==> src/rtl/mem_rr_arbiter_pkg.sv <==
// cache_defs: arbiter state type and cache requester indices shared by the memory arbiter.
package cache_defs;
   typedef enum logic [1:0] {ARB_IDLE, ARB_BUSY, ARB_DRAIN} type_mem_rr_states_e;
   localparam int REQ_DCACHE = 0;
   localparam int REQ_ICACHE = 1;
   localparam int REQ_PTW    = 2;
endpackage

==> src/rtl/mem_rr_arbiter_rr_pick.sv <==
// rr_pick: stateless round-robin search over req, starting at ptr and wrapping modulo NREQ.
module rr_pick #(
   parameter int NREQ = 3,
   parameter int IW   = 2
) (
   input  logic [NREQ-1:0] req,
   input  logic [IW-1:0]   ptr,
   output logic [NREQ-1:0] grant,
   output logic [IW-1:0]   idx
);
   logic [IW-1:0] k;
   logic          found;
   always_comb begin
      grant = '0;
      idx   = '0;
      found = 1'b0;
      k     = '0;
      for (int i = 0; i < NREQ; i++) begin
         k = IW'((int'(ptr) + i) % NREQ);
         if (!found && req[k]) begin
            found    = 1'b1;
            grant[k] = 1'b1;
            idx      = k;
         end
      end
   end
endmodule

==> src/rtl/mem_rr_arbiter.sv <==
// mem_rr_arbiter: round-robin arbiter multiplexing cache line requests onto one main-memory port.
// A killed transaction drains until memory acks or the drain timeout expires.
module mem_rr_arbiter
   import cache_defs::*;
#(
   parameter int         NREQ    = 3,
   parameter int         ADDR_W  = 32,
   parameter int         LINE_W  = 128,
   parameter logic [7:0] TIMEOUT = 8'hEF
) (
   input  logic                   clk,
   input  logic                   rst,
   input  logic [NREQ-1:0]        req_i,
   input  logic [NREQ-1:0]        kill_i,
   input  logic [NREQ-1:0]        w_en_i,
   input  logic [NREQ*ADDR_W-1:0] addr_i,
   input  logic [NREQ*LINE_W-1:0] w_data_i,
   output logic [NREQ-1:0]        ack_o,
   output logic [LINE_W-1:0]      r_data_o,
   output logic                   mem_req_o,
   output logic [ADDR_W-1:0]      mem_addr_o,
   output logic                   mem_w_en_o,
   output logic [LINE_W-1:0]      mem_w_data_o,
   input  logic                   mem_ack_i,
   input  logic [LINE_W-1:0]      mem_r_data_i,
   output logic [NREQ-1:0]        grant_o,
   output logic                   timeout_o
);
   localparam int IW = NREQ > 1 ? $clog2(NREQ) : 1;
   type_mem_rr_states_e state, state_n;
   logic [IW-1:0]   ptr, owner, pick_idx, ptr_nxt;
   logic [NREQ-1:0] pick_grant;
   logic [7:0]      cnt;
   logic            owner_kill;
   rr_pick #(.NREQ(NREQ), .IW(IW)) u_pick (
      .req   (req_i),
      .ptr   (ptr),
      .grant (pick_grant),
      .idx   (pick_idx)
   );
   assign owner_kill = kill_i[owner];
   assign ptr_nxt    = owner == IW'(NREQ - 1) ? '0 : owner + IW'(1);
   assign r_data_o   = |ack_o ? mem_r_data_i : '0;
   always_comb begin
      state_n   = state;
      ack_o     = '0;
      timeout_o = 1'b0;
      case (state)
         ARB_IDLE: state_n = |req_i ? ARB_BUSY : ARB_IDLE;
         ARB_BUSY: begin
            state_n = mem_ack_i ? ARB_IDLE : owner_kill ? ARB_DRAIN : ARB_BUSY;
            ack_o   = (mem_ack_i && !owner_kill) ? grant_o : '0;
         end
         ARB_DRAIN: begin
            timeout_o = !mem_ack_i && cnt == TIMEOUT;
            state_n   = (mem_ack_i || cnt == TIMEOUT) ? ARB_IDLE : ARB_DRAIN;
         end
         default: state_n = ARB_IDLE;
      endcase
   end
   always_ff @(posedge clk) begin
      if (rst) begin
         state        <= ARB_IDLE;
         ptr          <= '0;
         owner        <= '0;
         cnt          <= '0;
         grant_o      <= '0;
         mem_req_o    <= 1'b0;
         mem_addr_o   <= '0;
         mem_w_en_o   <= 1'b0;
         mem_w_data_o <= '0;
      end else begin
         state <= state_n;
         cnt   <= state == ARB_DRAIN ? cnt + 8'd1 : 8'd0;
         if (state == ARB_IDLE && |req_i) begin
            owner        <= pick_idx;
            grant_o      <= pick_grant;
            mem_req_o    <= 1'b1;
            mem_addr_o   <= addr_i[pick_idx*ADDR_W +: ADDR_W];
            mem_w_en_o   <= w_en_i[pick_idx];
            mem_w_data_o <= w_data_i[pick_idx*LINE_W +: LINE_W];
         end
         // Leaving BUSY by any path (ack, kill, or both) hands priority to the next requester.
         if (state == ARB_BUSY && state_n != ARB_BUSY) begin
            grant_o <= '0;
            ptr     <= ptr_nxt;
         end
         if (state != ARB_IDLE && state_n == ARB_IDLE) mem_req_o <= 1'b0;
      end
   end
endmodule
==> config.mk <==
export PLATFORM = sky130hd
export DESIGN_NAME = mem_rr_arbiter
export DESIGN_NICKNAME = d
export VERILOG_FILES = /design/src/rtl/mem_rr_arbiter_pkg.sv /design/src/rtl/mem_rr_arbiter_rr_pick.sv /design/src/rtl/mem_rr_arbiter.sv
export SDC_FILE = /design/constraint.sdc
export NUM_CORES = 1
export LEC_CHECK = 0
export CAP_MARGIN = 20
export CORE_AREA = 2 2 353 355
export CTS_CLUSTER_SIZE = 40
export DETAILED_ROUTE_END_ITERATION = 10
export DIE_AREA = 0 0 355 357
export DONT_BUFFER_PORTS = 1
export PLACE_DENSITY_LB_ADDON = 0.05
export SYNTH_ARGS = -nofsm -noshare
export SYNTH_HDL_FRONTEND = slang
export SYNTH_SLANG_ARGS = --single-unit
==> constraint.sdc <==
create_clock -name clk -period 4.2 [get_ports clk]
set_clock_uncertainty 0.15 [all_clocks]
set_input_delay 0.84 -clock clk [delete_from_list [all_inputs] [get_ports clk]]
set_output_delay 0.84 -clock clk [all_outputs]
set_load 0.1 [all_outputs]
==> impl_metrics.csv <==
group,metric,value,unit
yosys,synth_top_cell_by_area,"dfxtp_1",
floorplan,initial_utilization,0.0760,
yosys,yosys-mux-area-fraction,0.177,
clocking,tritoncts,"built",
timing,final_period_minus_worst_setup_slack,3.81,ns
timing,timing_hold_violations_final,0,
yosys,top_flip_flop_cell_by_instance_count_after_synthesis,"dfxtp_1",
timing,finalCritPeriodShare,0.908,
timing,maxSlewHeadroom,0.203,
yosys,postSynthAreaPerCell,9.39,sq um
outcome,result_of_the_run,"finished with violations",
yosys,yosysMostFrequentCell,"dfxtp_1",
yosys,synth_fa_ha_area_frac,0.00790,
yosys,count_of_synthesis_stage_warnings_from_yosys,0,
floorplan,io-pin-count,917,
yosys,synth_compound_gate_area_share,0.241,
placement,place_congestion,0.862,
yosys,ys_top_cells_by_area,"dfxtp_1, mux2i_1, a22oi_1",
run,maxCapViolCount,0,
global_routing,grt_overflow_total,0,
finish,final_area,12800,sq um
timing,final.setup.tns,0,ns
timing,rsz0062_at_grt,"false",
yosys,post_synth_and_or_nand_nor_area_fraction,0.124,
clocking,cts_inserted_buffers,17,
yosys,synth-edff-count,0,
clocking,ctsHoldBuffers,0,
route,total_wirelength,82.0,mm
placement,placement_stage_worst_setup_slack,0.467,ns
yosys,seq_area_frac_synth,0.384,
finish,finalNetCount,1703,
route,drt_pre_antenna_iters,5,
outcome,violations,"antenna rules",
placement,port-buffer-count,0,
yosys,synth_top_family_by_area,"compound AO/OA/AOI/OAI gates",
pwr,irDropWorstVdd,0.000363,V
timing,finalSetupViolCount,0,
yosys,post_synth_top_area_share,0.384,
route,iter_0_drt_violations,444,
floorplan,fp.dieArea,127000,sq um
finish,layout.cells.non_filler,2746,
yosys,synth_cell_types,51,
critical_path,cp_data_arrival_time,2.82,ns
floorplan,die_h,357,microns
finish,post_route_cells_drive_above_1_share,0.182,
min_path,hold_path.class,"in -> reg",
clocking,clkSlewWorstSetupHoldPaths,0.08,ns
placement,dpl-instance-area,12200,sq um
clocking,clock_sink_count,179,
route,route.antenna.remaining_nets,1,
route,drt-vias-per-instance,3.16,
route,wl_per_cell,29.8,microns
floorplan,die_width,355,microns
global_routing,first_global_vias,8785,
critical_path,critPathLaunchType,"flip-flop",
clocking,cts_setup_buffers,0,
yosys,ys_async_sr_fraction,0,
placement,place.detailed.instances,2696,
route,remaining_drc_errors,0,
critical_path,req_time_crit_path,3.21,ns
yosys,synth.cell_area,9340,sq um
global_routing,antenna_found_initial,90,
yosys,syn_nets,1620,
finish,area_growth_syn_to_layout,36.9,%
timing,finalMaxSlewViolations,0,
yosys,yosys.area_share.xor_xnor,0.00469,
timing,max_clock_freq,0.262,GHz
global_routing,first_pass_grt_wire_length,100,mm
clocking,post_cts_resized,0,
critical_path,cp_max_fo,61,
pwr,power.static_leakage,4.99,nW
yosys,synth.top_cells.by_count,"dfxtp_1, mux2i_1, a22oi_1, o21ai_1, and2_1",
pwr,power.density_cell_area,500,nW/um^2
clocking,ctsHtreeMaxLevel,4,
route,dr_total_vias,8686,
placement,hpwlAfterDp,70.0,mm
clocking,cts_buffer_depth,2,
timing,max_slew.worst_pin.slew,1.19,ns
global_routing,grt_start_max_net_pins,86,
critical_path,critical_path.endpoint_type,"primary output",
floorplan,row_count,129,
yosys,synthCells,995,
global_routing,grt_usage,0.123,
critical_path,worst-setup-path-type,"reg -> out",
clocking,cts.root.buffer_cell,"clkbuf_16",
clocking,clock_latency,0.52,ns
floorplan,core_area,123000,sq um
timing,holdWs,0.232,ns
timing,setup_slack_of_the_critical_path_after_layout,0.387,ns
yosys,synth.ff_latch_count,179,
==> worst max-delay path, cell delays in order, from the launching register on <==
cell	delay [ns]
dfxtp_1	0.49
mux2i_1	0.24
o21ai_1	0.14
nor2_1	0.26
o31a_4	0.30
buf_12	0.25
and2_1	0.25
buf_4	0.32
==> report_power, final <==
part           switching (mW)  internal (mW)
registers                1.71           1.91
logic                   0.713          0.362
clock network           0.923          0.778
==> path summary, 6_finish.rpt <==
check,start,slack (ns),end,depth (start not counted)
worst min-delay path,rst,0.23,owner[1],1
worst max register to register,ptr[0],1.21,mem_w_data_o[26],7
worst max-delay path,owner[0],0.39,r_data_o[32],7
worst min register to register,cnt[0],0.33,cnt[0],1
==> state kept, by name, summed over array words and instances, names as in the netlist <==
signal,flops
grant_o,3
owner,2
mem_addr_o,32
ptr,2
mem_w_data_o,128
cnt,8
mem_req_o,1
mem_w_en_o,1
state,2
==> through the flow <==
stage / total power [mW] / util
finish: 6.40 / 0.104
detailed placement: 4.77 / 0.0991
floorplan: 4.38 / -
global route: 6.69 / 0.104
CTS: 6.59 / 0.104
global placement: 4.79 / 0.0991
==> area by class of cell <==
type                       count  area (sq um)
antenna                       18          45.0
clock buffer                  19           433
clock inverter                13           120
fill                       14277        110000
inverter                       6          22.5
multi-input combinational    719          5210
sequential                   179          3580
tap                         1637          2050
timing repair buffer         155          1330
==> layer usage <==
metal	routed length, microns	GRT usage	vias to the layer above
li1	-	-	3834
met1	33200	0.150	4062
met5	38	0	-
met2	38000	0.198	651
met4	2100	0.0363	8
met3	8650	0.0506	131
==> kinds of logic after synthesis <==
logic type / Yosys count
XOR/XNOR: 5
adder cells (fa/ha/maj): 6
buffers and inverters: 97
AO/OA/AOI/OAI: 351
flip-flops: 179
multiplexers: 165
AND/OR/NAND/NOR: 192
==> placed cells by master (no fill, tap or decap), drive strengths merged, types with 12 or more instances in the layout <==
cell    instances
clkbuf         20
mux2i         164
diode          18
nor2           20
and2          132
a22oi         163
dfxtp         179
o21ai         168
buf           154
inv            12
Note: power is estimated with default switching activity, not from simulation.
